==> src/rtl/cpu_ifetch.sv <==
// cpu_ifetch: Falcon P1 fetch stage with 2-entry instruction queue, credit-based issue and redirect discard
module cpu_ifetch #(
  parameter logic [31:0] RESET_PC = 32'hFFFF0000
) (
  input  logic        clock,
  input  logic        reset_n,
  input  logic        stall,
  input  logic        p2_bubble,
  input  logic        p4_jump_taken,
  input  logic [31:0] p4_jump_addr,
  output logic [31:0] p2_instr,
  output logic [31:0] p2_pc,
  output logic        p2_instr_valid,
  output logic        imem_req,
  output logic [31:0] imem_addr,
  input  logic        imem_ready,
  input  logic        imem_rvalid,
  input  logic [31:0] imem_rdata
);
  logic [31:0] fetch_pc;
  logic [1:0]  outstanding, discard, q_cnt;
  logic [31:0] q_instr [2];
  logic [31:0] q_pc [2];
  logic [31:0] f_pc [2];
  logic        q_rd, q_wr, f_rd, f_wr;
  logic        jump, advance, accept, live, q_pop, q_push, bypass;
  always_comb begin
    jump = p4_jump_taken && !stall;
    advance = !stall && !p2_bubble && !jump;
    imem_req = reset_n && !jump && ({1'b0, outstanding} + {1'b0, q_cnt} < 3'd2);
    imem_addr = fetch_pc;
    accept = imem_req && imem_ready;
    live = imem_rvalid && discard == 2'd0 && !jump;
    q_pop = advance && q_cnt != 2'd0;
    bypass = advance && q_cnt == 2'd0 && live;
    q_push = live && !bypass;
  end
  always_ff @(posedge clock) begin
    if (accept) f_pc[f_wr] <= fetch_pc;
    if (q_push) begin
      q_instr[q_wr] <= imem_rdata;
      q_pc[q_wr] <= f_pc[f_rd];
    end
  end
  always_ff @(posedge clock or negedge reset_n) begin
    if (!reset_n) begin
      fetch_pc <= RESET_PC;
      outstanding <= 2'd0;
      discard <= 2'd0;
      q_cnt <= 2'd0;
      q_rd <= 1'b0;
      q_wr <= 1'b0;
      f_rd <= 1'b0;
      f_wr <= 1'b0;
      p2_instr <= 32'd0;
      p2_pc <= 32'd0;
      p2_instr_valid <= 1'b0;
    end else begin
      outstanding <= outstanding + 2'(accept) - 2'(imem_rvalid);
      if (jump) begin
        fetch_pc <= p4_jump_addr;
        discard <= outstanding - 2'(imem_rvalid);
        q_cnt <= 2'd0;
        q_rd <= q_wr;
        f_rd <= f_wr;
        p2_instr_valid <= 1'b0;
      end else begin
        if (accept) begin
          fetch_pc <= fetch_pc + 32'd4;
          f_wr <= ~f_wr;
        end
        if (imem_rvalid && discard != 2'd0) discard <= discard - 2'd1;
        if (live) f_rd <= ~f_rd;
        if (q_push) q_wr <= ~q_wr;
        if (q_pop) q_rd <= ~q_rd;
        q_cnt <= q_cnt + 2'(q_push) - 2'(q_pop);
        if (advance) p2_instr_valid <= q_pop || bypass;
        if (q_pop) begin
          p2_instr <= q_instr[q_rd];
          p2_pc <= q_pc[q_rd];
        end else if (bypass) begin
          p2_instr <= imem_rdata;
          p2_pc <= f_pc[f_rd];
        end
      end
    end
  end
endmodule

==> config.mk <==
export PLATFORM = sky130hd
export DESIGN_NAME = cpu_ifetch
export DESIGN_NICKNAME = d
export VERILOG_FILES = /design/src/rtl/cpu_ifetch.sv
export SDC_FILE = /design/constraint.sdc
export NUM_CORES = 1
export LEC_CHECK = 0
export ABC_AREA = 1
export CORE_MARGIN = 3
export CORE_UTILIZATION = 30
export DETAILED_ROUTE_END_ITERATION = 10
export PLACE_DENSITY = 0.59
export SYNTH_ARGS = -nofsm -noshare
export SYNTH_HDL_FRONTEND = slang
export SYNTH_SLANG_ARGS = --single-unit
==> constraint.sdc <==
create_clock -name clock -period 10.6 [get_ports clock]
set_clock_uncertainty 0.05 [all_clocks]
set_input_delay 1.59 -clock clock [delete_from_list [all_inputs] [get_ports clock]]
set_output_delay 1.59 -clock clock [all_outputs]
set_load 0.005 [all_outputs]
==> results.txt, run 1 <==
Setup repair after global routing left no endpoint under its margin. The end of the worst register-to-register path is p2_instr_valid. The routed layout has 8620 vias. The post-CTS repair timing setup buffer count is 0.

The die covers 44200 µm². The most frequent standard cell in the layout excluding fill and tap cells is nand2_1. Setup violations remaining at the end of the flow were counted as 0. The detail route stage leaves a number of antenna-violating nets equal to 0. The pre-antenna-repair detailed-routing pass consisted of 5 iterations. The final worst slack came out at 5810 ps. The number of design rule violations left after detail routing is 0. The number of distinct library cell variants in the gate-level netlist after synthesis is 37. Clock tree synthesis selected as its root buffer the cell clkbuf_16.

The worst endpoint data arrival time came out at 3150 ps. CTS built an H-tree with a depth of 2. The flow ran to the end, and the final reports show no timing, DRC or antenna violations. The critical path capture point type is an output port. The static power due to leakage came out at 6.16 nW. The core area is 41000 µm². The final instance count without filler cells came out at 1851.

The final weighted congestion in routability-driven placement is 0.867. The final-report hold violation count came out at 0. The number of placed instances, taps included, is 1789. The worst-case headroom to the max-slew limit is 23.5%. The pin count of the biggest net entering global routing came out at 72.

The min-delay analysis places its worst path in the category reg -> reg. 0 antenna diodes ended up in the layout. Of the synthesized area, sequential elements account for 67.6%. The Yosys warning count is 0.

The clock tree from TritonCTS is built. The shortest period the worst path allows is 4790 ps. The launch instance of the worst register-to-register path is discard[0]. The HPWL after detailed placement is 20400 µm. The flip-flop and latch count after synthesis is 299. In the final design database the tool counted 1372 nets. The register clock-pin slew on the reported worst setup and hold paths is 60 ps. The worst path required time is 8960 ps. Across the VDD grid, the largest voltage drop is 0.000114 V. After detailed routing, the number of vias per cell comes to 4.66. The register-to-register path setup slack is 7640 ps.

The cell row count came out at 74. The number of global-route vias before repair is 8787. The number of sinks driven by the clock tree is 299. At the pin with the least slew margin, the transition time is 1150 ps. The total global routing overflow came out at 0. The die height is 210 µm. Counting every net in the synthesized netlist gives 1204. The critical path launch point type is a primary input. Counting instances, the worst hold path has a depth of 2. The initial antenna violation count came out at 0. The ratio of final minimum period to clock period is 45.2%.

The number of cell instances on the worst register-to-register path is 9. The endpoint with the worst hold slack is p2_instr[27]. The total routing usage reported by global routing came out at 14.6%. The final count of pins violating max slew came out at 0. The effective utilization at floorplan came out at 30.5%. The cell area that synthesis handed to floorplanning was 12500 µm². The average instance area after synthesis came out at 11.1 µm².

The first-pass GRT wire length is 50700 µm. The post-synthesis cell count is 1125. After the first detailed-routing iteration, the DRC count stood at 542.

The average routed wire per standard cell is 17.4 µm. The highest clock frequency the design can meet came out at 209 MHz. The pre-CTS setup slack came out at 5810 ps. No sink is reached through more buffers than the 3 on the longest clock path. During I/O placement, the number of pins put on the boundary was 169. The post-synthesis to final-layout area growth is 26.5%. The max-capacitance violation count came out at 0. In this run the worst path has a maximum fanout of 40. The hold-fix buffer count after cts is 0. The number of instances resized during post-cts repair is 0. The kind of critical path is in -> out. Clock latency on the worst-skew pair, taken at its later pin, is 510 ps.

The count of buffers from port buffering came out at 168. Leaving out fill and tap cells, the most frequent cells in the layout are 338 x nand2_1, 192 x edfxtp_1, 167 x clkdlybuf4s50_1. The number of CTS-inserted buffers came out at 34. The width of the die came out at 210 µm. The total negative setup slack came out at 0 ps. The startpoint of the most critical hold path is p2_instr[27]. After detailed routing, the total wire length is 32300 µm.

The power density over cell area came out at 265 nW/µm². The post-route netlist has 10.5% of its cells at a drive strength greater than 1.
-- worst max-delay path by stage --
stage	from	to	slack (ps)	cells after the start
3_3_place_gp	stall	imem_req	5790	5
2_1_floorplan	p4_jump_taken	q_instr[0][0]	5260	6
4_1_cts	stall	imem_req	5790	5
5_1_grt	stall	imem_req	5750	5
3_5_place_dp	stall	imem_req	5810	5
6_report	stall	imem_req	5810	5
-- synthesized netlist by cell type --
cell,n,share of area (%)
nand2_1,338,10
edfxtp_1,192,46
dfrtp_1,91,18
nor2_1,80,2.4
nand3_1,73,2.9
inv_1,69,2.1
o211ai_1,69,4.1
or2_2,39,1.9
buf_2,21,0.84
clkbuf_1,19,0.57
mux2i_1,19,1.5
o21ai_0,17,0.68
dfstp_2,16,3.4
a22oi_1,14,0.84
o21ai_1,10,0.40
xor2_1,10,0.70
xnor2_1,8,0.56
ha_1,7,0.70
buf_4,4,0.24
a21oi_1,3,0.12
buf_1,3,0.090
inv_2,3,0.090
nor2_4,3,0.27
nand2_2,2,0.10
nand3_2,2,0.16
nor2_2,2,0.10
a21boi_0,1,0.060
a21oi_2,1,0.070
a31oi_1,1,0.050
buf_6,1,0.090
fa_1,1,0.16
nand3b_1,1,0.060
nand4_1,1,0.050
nor3_1,1,0.040
o21bai_1,1,0.060
o221ai_1,1,0.070
or3_1,1,0.050
-- final cells by class --
type / instances / area, µm²
multi-input cells: 706 / 3580
repair buffers: 180 / 1770
fillers: 3957 / 25200
clock buffers: 48 / 1010
well taps: 532 / 666
inverters: 72 / 270
clock inverters: 14 / 71.3
flip-flops and latches: 299 / 8460
-- metrics by stage --
stage	instance area, µm²	hold WS, ps	power [mW]	util (%)
6_report	15800	426	4.19	38.6
5_1_grt	15800	454	4.47	38.6
4_1_cts	15800	433	4.26	38.6
3_5_place_dp	14700	417	3.12	36.0
3_3_place_gp	14700	414	3.09	36.0
2_1_floorplan	12500	423	2.43	-
-- per-layer routing --
metal / up-vias / track usage (%) / part of all wire [%]
met5: - / 0 / 0
met1: 4158 / 20.7 / 47
met4: 0 / 3.70 / 1.9
met2: 266 / 23.0 / 45
met3: 47 / 3.10 / 6.1
li1: 4149 / - / -
-- critical path: stages --
cell	delay, ps
clkdlybuf4s50_1	490
nor2_2	50
buf_4	250
nor3_1	200
clkdlybuf4s50_1	540
-- power by group --
part           internal (mW)  switching, mW
combinational          0.562          0.621
clock                  0.663          0.453
sequential              1.63          0.264
-- logic make-up after synthesis --
group,after synthesis,share of synthesized area (%)
AND/OR/NAND/NOR,543,18.2
buffers and inverters,120,3.99
XOR/XNOR,18,1.26
adder cells (fa/ha/maj),8,0.860
multiplexers,19,1.52
AO/OA/AOI/OAI,118,6.49
flip-flops,299,67.6
-- flip-flops by register name, indices dropped and copies added, names as in the netlist, 2 cells and up --
register and cells:
discard 2, q_instr 64, q_pc 64, outstanding 2, q_cnt 2, imem_addr 32, p2_instr 32, p2_pc 32
f_pc 64
No activity file was read; power rests on OpenSTA's default activity.
==> run 2: changes to the inputs <==
Clock period 10.6 ns to 4.5 ns, I/O delays scaled along.
==> results.txt, run 2 (synthesis gave the netlist of run 1 again) <==
The number of sinks driven by the clock tree was 299 (unchanged). Subtracting the final worst setup slack from the clock period gives 3150 ps. The insertion delay of the later-clocked pin in the worst-skew pair came out at 550 ps (+40 ps). The average routed wire per standard cell came out at 17.0 µm (-2.3%). The detail-routed via count per cell came to 4.64 (-0.46%).

Setup repair after global routing left no endpoint under its margin. The register-to-register path setup slack is 1770 ps (-5870 ps). The fraction of final layout cells with drive strength greater than 1 is 10.2% (-0.22 points). The static power due to leakage came to 6.10 nW (-0.92%).

Relative to the synthesized area, the layout overhead comes to 25.7%. The post-layout net count is 1372 (unchanged). The utilization after layout is 38.3% (-0.25 points).

The total area of sequential cells came out at 8460 µm² (unchanged). The final instance count without filler cells came out at 1850 (-0.054%). The power density over cell area is 612 nW/µm² (+130%). The first-pass GRT wire length came out at 49500 µm (-2.4%).

The die height is 210 µm (unchanged). The number of instances resized during post-cts repair was 0 (unchanged). The die area came out at 44200 µm² (unchanged). The worst-case headroom to the max-slew limit came out at 27.1% (+3.6 points). The number of cell instances on the worst register-to-register path was 10 (+1). The length of the first detailed-routing pass in iterations came out at 8 (+3). The number of design rule violations left after detail routing came to 0 (unchanged). The ratio of final minimum period to clock period came out at 70.0%.

The highest clock frequency the design can meet is 317 MHz. The setup path with the least slack is of type reg -> out. The core area is 41000 µm² (unchanged). The post-detailed-route count of antenna-violating nets came out at 0 (unchanged). The wire length reported by the detailed router came to 31500 µm (-2.4%).

The final weighted congestion in routability-driven placement was 0.824 (-5.0%). The worst setup path is captured at an output port. The worst register-to-register path ends at imem_addr[8]. The number of fill cells came out at 3962 (+0.13%). The antenna diode count is 0 (unchanged). The total global routing overflow came out at 0 (unchanged). The final count of pins violating max slew is 0 (unchanged). The number of CTS-inserted buffers was 31 (-8.8%). The count of pins on the block boundary is 169 (unchanged). The maximum clock path buffer count came out at 3 (unchanged).

The number of H-tree branching levels is 1 (-1). The number of placed instances, taps included came out at 1792 (+0.17%). The cell row count is 74 (unchanged). The worst path required time is 3770 ps (-5190 ps). The HPWL after detailed placement came out at 20500 µm (+0.78%).

The slowest stage of the critical path is the clkdlybuf4s50_1 cell. The run finished with clean final reports. The slew of the pin with the lowest slew margin came out at 1090 ps (-55.3 ps). The count of buffers from port buffering is 168 (unchanged). The DRC violation total after the first TritonRoute iteration is 658 (+21%).

The largest voltage drop on the vdd net was 0.000279 V (+140%). The total non-filler cell area in the finished layout came out at 15700 µm² (-0.65%). Walking the worst path, the cells encountered are nand2_1 -> inv_1 -> fa_1 -> inv_1 -> nand2_1 -> nor3_1 -> clkdlybuf4s50_1. The critical-path maximum fanout came out at 3 (-93%). The effective utilization at floorplan came out at 30.5% (unchanged).

The width of the die came out at 210 µm (unchanged). The number of global-route vias before repair is 8591 (-2.2%). The total routing usage reported by global routing was 14.1% (-0.48 points).

The overall via count from detail_route was 8576 (-0.51%). The library cell used most frequently in the layout, excluding fill and tap cells, is nand2_1. The initial antenna violation count came out at 0 (unchanged). STA classifies the critical path startpoint as a register. The root cell of the clock tree is clkbuf_16. The register clock-pin slew on the reported worst setup and hold paths came out at 60 ps (about the same). The tightest min-delay check is of the in -> async type.

The post-detailed-placement cell area is 14800 µm² (+0.24%). The max-capacitance violation count is 0 (unchanged). The pin count of the biggest net entering global routing is 71 (-1.4%).

TritonCTS built the clock tree. The delay of the slowest cell on the worst path is 570 ps (+30 ps). The final-report hold violation count is 0 (unchanged). The total negative setup slack was 0 ps (unchanged).

The post-CTS repair timing setup buffer count was 0 (unchanged). The hold-fix buffer count after cts is 0 (unchanged). The launch instance of the worst register-to-register path is q_cnt[0]. In the layout the commonest cells are 338 x nand2_1, 192 x edfxtp_1, 167 x clkdlybuf4s50_1. The final number of setup-violating endpoints is 0 (unchanged). The worst endpoint data arrival time is 2430 ps (-720 ps). The multi-input logic area came to 3580 µm² (unchanged). In the final layout, the registers with the most flip-flops are f_pc x64, q_instr x64, q_pc x64.
## run 2: changes by cell type in the layout (fill, tap and decap cells not counted), sizes merged
cell | previous run | this run
buf | 13 | 16
clkbuf | 48 | 40
inv | 72 | 73
clkinv | 13 | 14
clkinvlp | 1 | 2
bufinv | 0 | 1
## run 2: how the worst max path moves through the flow
stage / start / to / slack (ps) / cells past startpoint
CTS: q_cnt[0] / imem_req / 1260 / 7
finish: q_cnt[0] / imem_req / 1350 / 7
global placement: stall / q_instr[1][22] / 1230 / 8
global route: q_cnt[0] / imem_req / 1170 / 7
detailed placement: stall / q_pc[1][8] / 1260 / 8
floorplan: p4_jump_taken / q_instr[0][0] / 70 / 6
## run 2: per-layer routing
| layer | GRT usage, % | wire length (µm) |
|---|---|---|
| met1 | 20.9 | 15400 |
| met2 | 22.0 | 13900 |
| met3 | 2.29 | 1530 |
| met4 | 3.21 | 637 |
| met5 | 0 | 0 |
## run 2: per-stage QoR
| stage | power [mW] | hold slack (ps) | setup slack [ps] |
|---|---|---|---|
| 2_1_floorplan | 5.72 | 329 | 73.1 |
| 6_report | 9.63 | 331 | 1350 |
| 4_1_cts | 9.76 | 348 | 1260 |
| 5_1_grt | 10.2 | 404 | 1170 |
| 3_3_place_gp | 7.29 | 415 | 1230 |
| 3_5_place_dp | 7.35 | 419 | 1260 |
## run 2: final cells by class
type	count	area share [%]
repair buffers	183	11.5
clock buffers	40	5.21
flip-flops and latches	299	53.8
multi-input cells	706	22.8
clock inverters	18	0.772
inverters	72	1.72
well taps	532	4.23
## run 2: worst max-delay path: cells and delay by family, from the launching register on
kind | cells | cell delay [ps]
simple gates | 3 | 370
buf+inv | 3 | 680
flops | 1 | 410
fa+ha+maj | 1 | 430
## run 2: report_power, final
group / internal, mW / total [mW] / switching [mW]
logic: 1.33 / 2.77 / 1.44
registers: 3.84 / 4.47 / 0.632
clock network: 1.34 / 2.38 / 1.04
